[src/rtl/conv_pkg.sv]
// Shared definitions for the conv instruction chain: header field
// positions, the broadcast target ID and the decoder FSM state encoding.
package conv_pkg;

  localparam int TID_MSB  = 31;
  localparam int TID_LSB  = 28;
  localparam int PRIO_MSB = 27;
  localparam int PRIO_LSB = 26;
  localparam int LEN_MSB  = 25;
  localparam int LEN_LSB  = 20;

  localparam logic [3:0] BCAST_ID = 4'hF;

  typedef enum logic [1:0] {
    IDLE = 2'd0,
    CAPT = 2'd1,
    FWD  = 2'd2,
    BOTH = 2'd3
  } state_e;

endpackage

[src/rtl/axi_frs.sv]
// One-entry forward register slice. The output is fully registered.
// The slice can take a new word in the same cycle that the held word drains.
module axi_frs #(
  parameter int DW = 32
) (
  input  logic          clk,
  input  logic          rst_n,
  input  logic [DW-1:0] s_data,
  input  logic          s_valid,
  output logic          s_ready,
  output logic [DW-1:0] m_data,
  output logic          m_valid,
  input  logic          m_ready
);

  logic [DW-1:0] data_q;
  logic          valid_q;

  // The slice is free when it is empty or when the held word drains this cycle.
  assign s_ready = !valid_q || m_ready;
  assign m_data  = data_q;
  assign m_valid = valid_q;

  // Load on an accepted input word, otherwise empty the slice on a drain.
  always_ff @(posedge clk) begin
    if (!rst_n) begin
      valid_q <= 1'b0;
      data_q  <= '0;
    end else if (s_valid && s_ready) begin
      valid_q <= 1'b1;
      data_q  <= s_data;
    end else if (m_ready) begin
      valid_q <= 1'b0;
    end
  end

endmodule

[src/rtl/conv_inst_decode.sv]
// Instruction decoder for the conv read DMA. Packets addressed to this engine
// are captured into the wide local instruction. Other packets are forwarded
// down the chain. Broadcast packets are both captured and forwarded.
module conv_inst_decode
  import conv_pkg::*;
#(
  parameter int         IW  = 32,
  parameter int         DW  = 64,
  parameter int         IN  = 6,
  parameter int         IPW = IN * DW,
  parameter logic [3:0] ID  = 4'h0
) (
  input  logic            clk,
  input  logic            rst_n,
  input  logic [IW-1:0]   inst_m_data,
  input  logic            inst_m_valid,
  output logic            inst_m_ready,
  output logic [IW-1:0]   inst_s_data,
  output logic            inst_s_valid,
  input  logic            inst_s_ready,
  output logic [IPW-1:0]  local_inst,
  output logic [1:0]      start_prior,
  output logic            start_valid,
  input  logic            start_ready
);

  localparam int WPI = IPW / IW;

  state_e      state_q, state_d;
  logic [5:0]  rem_q, rem_d;
  logic [5:0]  idx_q, idx_d;
  logic        start_valid_q, start_valid_d;
  logic [1:0]  prior_q, prior_d;
  logic        fwd_load, cap_clr, cap_wr, frs_free, accept;

  // Header decode. These fields are only acted on in IDLE.
  logic [3:0]  hdr_tid;
  logic [1:0]  hdr_prior;
  logic [5:0]  hdr_len;
  logic        is_match, is_bcast, hdr_cap, hdr_fwd;

  assign hdr_tid   = inst_m_data[TID_MSB:TID_LSB];
  assign hdr_prior = inst_m_data[PRIO_MSB:PRIO_LSB];
  assign hdr_len   = inst_m_data[LEN_MSB:LEN_LSB];
  assign is_match  = (hdr_tid == ID);
  assign is_bcast  = (hdr_tid == BCAST_ID);
  assign hdr_cap   = is_match || is_bcast;
  assign hdr_fwd   = !is_match;

  // Ready depends on state, the pending start and the output slice. It is forced low in reset.
  always_comb begin
    inst_m_ready = 1'b0;
    case (state_q)
      IDLE:    inst_m_ready = (!hdr_cap || !start_valid_q) && (!hdr_fwd || frs_free);
      CAPT:    inst_m_ready = 1'b1;
      FWD:     inst_m_ready = frs_free;
      BOTH:    inst_m_ready = frs_free;
      default: inst_m_ready = 1'b0;
    endcase
    if (!rst_n) inst_m_ready = 1'b0;
  end

  assign accept = inst_m_valid && inst_m_ready;

  // Next-state logic for the packet FSM, the word counters and the start handshake.
  always_comb begin
    state_d       = state_q;
    rem_d         = rem_q;
    idx_d         = idx_q;
    prior_d       = prior_q;
    start_valid_d = start_valid_q;
    fwd_load      = 1'b0;
    cap_clr       = 1'b0;
    cap_wr        = 1'b0;
    if (start_valid_q && start_ready) start_valid_d = 1'b0;
    if (state_q == IDLE) begin
      if (accept) begin
        fwd_load = hdr_fwd;
        rem_d    = hdr_len;
        idx_d    = '0;
        if (hdr_cap) begin
          cap_clr = 1'b1;
          prior_d = hdr_prior;
        end
        if (hdr_len == 6'd0) begin
          if (hdr_cap) start_valid_d = 1'b1;
        end else if (is_match) begin
          state_d = CAPT;
        end else if (is_bcast) begin
          state_d = BOTH;
        end else begin
          state_d = FWD;
        end
      end
    end else if (accept) begin
      rem_d    = rem_q - 6'd1;
      idx_d    = idx_q + 6'd1;
      fwd_load = (state_q != CAPT);
      cap_wr   = (state_q != FWD);
      if (rem_q == 6'd1) begin
        state_d = IDLE;
        if (state_q != FWD) start_valid_d = 1'b1;
      end
    end
  end

  // Register the FSM state, the counters and the start-side outputs.
  always_ff @(posedge clk) begin
    if (!rst_n) begin
      state_q       <= IDLE;
      rem_q         <= '0;
      idx_q         <= '0;
      prior_q       <= '0;
      start_valid_q <= 1'b0;
    end else begin
      state_q       <= state_d;
      rem_q         <= rem_d;
      idx_q         <= idx_d;
      prior_q       <= prior_d;
      start_valid_q <= start_valid_d;
    end
  end

  assign start_valid = start_valid_q;
  assign start_prior = prior_q;

  // One register per local word. Payload beyond WPI matches no word and is dropped.
  genvar gi;
  generate
    for (gi = 0; gi < WPI; gi++) begin : g_word
      logic [IW-1:0] word_q;
      // Clear on a captured header, otherwise load when this word's index comes in.
      always_ff @(posedge clk) begin
        if (!rst_n) begin
          word_q <= '0;
        end else if (cap_clr) begin
          word_q <= '0;
        end else if (cap_wr && (int'(idx_q) == gi)) begin
          word_q <= inst_m_data;
        end
      end
      assign local_inst[gi*IW +: IW] = word_q;
    end
  endgenerate

  axi_frs #(.DW(IW)) u_frs (
    .clk     (clk),
    .rst_n   (rst_n),
    .s_data  (inst_m_data),
    .s_valid (fwd_load),
    .s_ready (frs_free),
    .m_data  (inst_s_data),
    .m_valid (inst_s_valid),
    .m_ready (inst_s_ready)
  );

endmodule
[config.mk]
export PLATFORM = sky130hd
export DESIGN_NAME = conv_inst_decode
export DESIGN_NICKNAME = d
export VERILOG_FILES = /design/src/rtl/conv_pkg.sv /design/src/rtl/axi_frs.sv /design/src/rtl/conv_inst_decode.sv
export SDC_FILE = /design/constraint.sdc
export NUM_CORES = 1
export LEC_CHECK = 0
export ABC_CLOCK_PERIOD_IN_PS = 2500
export BUFFER_PORTS_ARGS = -buffer_cell sky130_fd_sc_hd__buf_4
export CORE_MARGIN = 1.5
export CORE_UTILIZATION = 36
export DETAILED_ROUTE_END_ITERATION = 10
export SLEW_MARGIN = 5
export SYNTH_ARGS = -nofsm -noshare
export SYNTH_HDL_FRONTEND = slang
export SYNTH_SLANG_ARGS = --single-unit
export TNS_END_PERCENT = 5
[constraint.sdc]
create_clock -name clk -period 2.5 [get_ports clk]
set_input_delay 0.375 -clock clk [delete_from_list [all_inputs] [get_ports clk]]
set_output_delay 0.375 -clock clk [all_outputs]
set_load 0.02 [all_outputs]
==> results_tabular.tex <==
\begin{tabular}{lr}
\hline
Metric & Value \\
\hline
\multicolumn{2}{l}{\textbf{Status}} \\
Status & finished, final reports clean \\
\multicolumn{2}{l}{\textbf{Min path}} \\
Worst Hold End & start\_valid \\
Worst hold stages & 3 \\
Worst Hold Launch & start\_ready \\
Min-delay worst type & primary input to flop \\
\multicolumn{2}{l}{\textbf{Yosys}} \\
Register bit total from synthesis & 434 \\
Cell area after synthesis & 15930 um\^{}2 \\
Number of library cell types mapped by synthesis & 44 \\
Post-Syn Area per Cell & 10.15 um\^{}2 \\
Syn Inst Count & 1570 \\
Number of warnings printed during yosys synthesis & 0 \\
Register area share after synthesis & 54.55\% \\
Net Count, Synth & 1613 \\
\multicolumn{2}{l}{\textbf{Floorplanning}} \\
Die area & 45510 um\^{}2 \\
Rows & 76 \\
IO Count & 458 \\
Initial cell density of the core & 36.73\% \\
CORE AREA & 43360 um\^{}2 \\
Die Ht & 213.3 um \\
Die X-Extent & 213.3 um \\
\multicolumn{2}{l}{\textbf{Routing}} \\
Via-per-instance ratio & 4.948 \\
Overall via count from detail\_route & 12880 \\
Number of violations reported at the end of detailed-routing iteration 0 & 735 \\
Number of routed nets with antenna violations & 0 \\
Number of iterations in the first detailed-routing pass & 5 \\
Avg WL per Cell & 21.27 um \\
Detailed-routing wirelength on met1 & 23740 um \\
Routed length on met3 & 4560 um \\
Uppermost layer routed & met4 \\
Total met2 wirelength after detailed routing & 25480 um \\
Number of DRC violations after detailed routing & 0 \\
Sum of routed wire length over all layers & 55380 um \\
\multicolumn{2}{l}{\textbf{Power and ir drop}} \\
Power density normalized to cell area & 696.3 nW/um\^{}2 \\
Logic gate share of total power & 5.6\% \\
Switching power share of the total & 22.82\% \\
Worst vdd ir & 0.4493 mV \\
Standby leakage power & 11.91 nW \\
Fraction of power consumed by sequential logic & 46.7\% \\
Net Sw Power & 0.003438 W \\
Clock network fraction of design power & 47.8\% \\
Internal power of the cells & 0.01163 W \\
\multicolumn{2}{l}{\textbf{Clock tree}} \\
H-tree depth & 2 \\
Post-CTS setup buffers & 0 \\
Max Buffers Root-to-Sink & 3 \\
Insertion delay to the later sink of the worst-skew pair & 0.58 ns \\
CTS tree & built \\
Clock transition time at the flip-flop clock pins of the worst setup and hold paths & 0.05 ns \\
PostCTS Resize Cnt & 0 \\
Clock buffers created by TritonCTS & 48 \\
CTS Root Cell & sky130\_fd\_sc\_hd\_\_clkbuf\_16 \\
Number of hold buffers added after CTS & 0 \\
Total number of clock tree sinks & 434 \\
\multicolumn{2}{l}{\textbf{STA}} \\
Setup violators final & 0 \\
Hold Vio Cnt, Final & 0 \\
Final worst-path cycle share & 90.00\% \\
Clock skew after layout & 0.01510 ns \\
Transition time at the pin with the least slew margin & 0.6014 ns \\
Final min period & 2.250 ns \\
Total negative slack & 0 ns \\
Maximum operating frequency & 444.5 MHz \\
Worst hold margin & 0.1941 ns \\
Max transition margin & 59.91\% \\
Unrepaired setup endpoints after global routing & no \\
Final max-slew violation count & 0 \\
\multicolumn{2}{l}{\textbf{Job}} \\
Count of maximum capacitance violations & 0 \\
\multicolumn{2}{l}{\textbf{Placed design}} \\
Dpl hpwl & 37770 um \\
Instance area after placement & 20030 um\^{}2 \\
Weighted congestion at the end of routability-driven global placement & 0.8284 \\
Input/output buffers & 457 \\
\multicolumn{2}{l}{\textbf{Global routing}} \\
GRT Overall Usage & 23.55\% \\
First-pass GRT wire length & 80170 um \\
Via count of the first global-routing pass & 12460 \\
Initial antenna violation count & 0 \\
Total grt overflow & 0 \\
Maximum number of pins on one net before global-route repair & 48 \\
\multicolumn{2}{l}{\textbf{Final layout}} \\
Synthesis-to-layout area growth & 35.82\% \\
Cell area after layout & 21630 um\^{}2 \\
Fin nets & 2029 \\
Most frequent standard cell in the layout excluding fill and tap cells & sky130\_fd\_sc\_hd\_\_buf\_4 \\
Antenna Cells & 0 \\
Share of cells above drive strength 1 & 28.88\% \\
Commonest cells after routing, fill and taps aside & 493 x sky130\_fd\_sc\_hd\_\_buf\_4, 434 x sky130\_fd\_sc\_hd\_\_dfxtp\_1, 392 x sky130\_fd\_sc\_hd\_\_nor2\_1 \\
\multicolumn{2}{l}{\textbf{Critical path}} \\
Cell depth of the worst flop-to-flop path & 7 \\
Slowest Stage Delay on Critical Path & 0.44 ns \\
Standard cell with the maximum stage delay on the critical path & sky130\_fd\_sc\_hd\_\_dfxtp\_1 \\
Required time at the endpoint of the critical path & 2.12 ns \\
Startpoint Class & flop \\
Crit-path max FO & 7 \\
Worst setup path category & flop to primary output \\
Critical R2R Capture & g\_word[5].word\_q[22] \\
CP endpoint kind & primary output \\
Most frequent cell on the critical path & sky130\_fd\_sc\_hd\_\_buf\_4 \\
Crit-path cells & buf\_4 -> nor2\_1 -> o211a\_1 -> a211oi\_1 -> buf\_4 \\
Crit path arrival time & 1.87 ns \\
Origin of the critical flop-to-flop path & idx\_q[1] \\
Setup slack, reg-to-reg & 0.26 ns \\
\hline
\end{tabular}
-- logic make-up (layout without fill, tap and decap cells) --
kind of cell / count (synthesis) / count (layout) / synth area share, %
and+or+nand+nor: 518 / 518 / 13.72
DFF: 434 / 434 / 54.55
muxes: 385 / 385 / 24.19
buffers and inverters: 144 / 593 / 3.904
adders and majority gates: 6 / 6 / 0.4713
AOI/OAI and AO/OA: 83 / 83 / 3.158
-- through the flow --
step | instances | total power [W] | setup WS [ns] | util [%]
6_report | 2604 | 0.01506 | 0.2501 | 49.89
5_1_grt | 2604 | 0.01557 | 0.05276 | 49.89
4_1_cts | 2604 | 0.01524 | 0.2417 | 49.89
3_5_place_dp | 2521 | 0.008022 | 0.1729 | 46.19
3_3_place_gp | 2521 | 0.008008 | 0.2210 | 46.19
2_1_floorplan | 1570 | 0.007599 | 0.5266 | -
-- state kept, by name (all words and copies together) (netlist names) --
signal,count
state_q,2
u_frs.m_valid,1
start_valid,1
start_prior,2
u_frs.m_data,32
g_word.word_q,384
idx_q,6
rem_q,6
-- metal layers --
| metal | up-vias | track usage, % |
|---|---|---|
| li1 | 6128 | - |
| met4 | 0 | 7.868 |
| met1 | 6238 | 29.62 |
| met2 | 434 | 38.42 |
| met3 | 84 | 7.118 |
| met5 | - | 0 |
-- cell type report --
cell class / count / area, um^2
clock buffer: 71 / 1409
clock inverter: 12 / 196.4
fill: 4074 / 21730
inverter: 5 / 18.77
multi-input combinational: 992 / 6648
sequential: 434 / 8688
tap: 585 / 732.0
timing repair buffer: 505 / 3941
-- how the worst max path moves through the flow --
stage	startpoint	endpoint	cells after the start
floorplan	inst_m_data[28]	inst_m_ready	3
global placement	inst_s_ready	g_word[10].word_q[28]	6
detailed placement	inst_s_ready	g_word[10].word_q[13]	6
CTS	state_q[0]	inst_m_ready	5
global route	state_q[1]	g_word[10].word_q[14]	5
finish	state_q[0]	inst_m_ready	5
-- power by group through the flow --
stage	Sequential [W]	Clock [W]	Combinational (W)
after floorplan	0.00723	0	0.000373
after CTS	0.00703	0.00737	0.000845
after global routing	0.00703	0.00764	0.000898
final	0.00703	0.00720	0.000839
after global placement	0.00718	0	0.000833
after detailed placement	0.00718	0	0.000844
-- worst max-delay path: cells and delay by family (launching register included) --
kind	cells	cell delay [ns]
AOI/OAI and AO/OA	2	0.39
and+or+nand+nor	1	0.08
buffers and inverters	2	0.39
DFF	1	0.44
-- synthesized netlist by cell type (all sizes together) --
| cell | instances | area share (%) |
|---|---|---|
| and3 | 5 | 0.20 |
| a211o | 1 | 0.055 |
| o31ai | 1 | 0.047 |
| a32o | 2 | 0.13 |
| o21a | 2 | 0.094 |
| nand3 | 12 | 0.38 |
| o21ai | 47 | 1.5 |
| and4 | 2 | 0.11 |
| nand4 | 45 | 1.8 |
| nand2 | 38 | 0.90 |
| clkbuf | 64 | 1.5 |
| and2 | 2 | 0.079 |
| nor3b | 1 | 0.047 |
| nor4 | 3 | 0.21 |
| o31a | 1 | 0.055 |
| dfxtp | 434 | 55 |
| inv | 5 | 0.12 |
| mux2i | 385 | 24 |
| nor2 | 392 | 9.2 |
| a31oi | 3 | 0.12 |
| or2 | 1 | 0.039 |
| ha | 6 | 0.47 |
| a21o | 1 | 0.047 |
| o21bai | 1 | 0.047 |
| o32ai | 1 | 0.055 |
| a21boi | 1 | 0.047 |
| nand3b | 1 | 0.047 |
| or3b | 1 | 0.055 |
| o211a | 2 | 0.13 |
| or3 | 1 | 0.039 |
| nor2b | 5 | 0.20 |
| or4 | 1 | 0.047 |
| o2111ai | 1 | 0.055 |
| o311ai | 5 | 0.27 |
| buf | 75 | 2.3 |
| a211oi | 2 | 0.094 |
| nor3 | 4 | 0.13 |
| a21oi | 10 | 0.31 |
| nor4bb | 4 | 0.25 |
| o211ai | 2 | 0.13 |
Note: power is estimated with default switching activity, not from simulation.
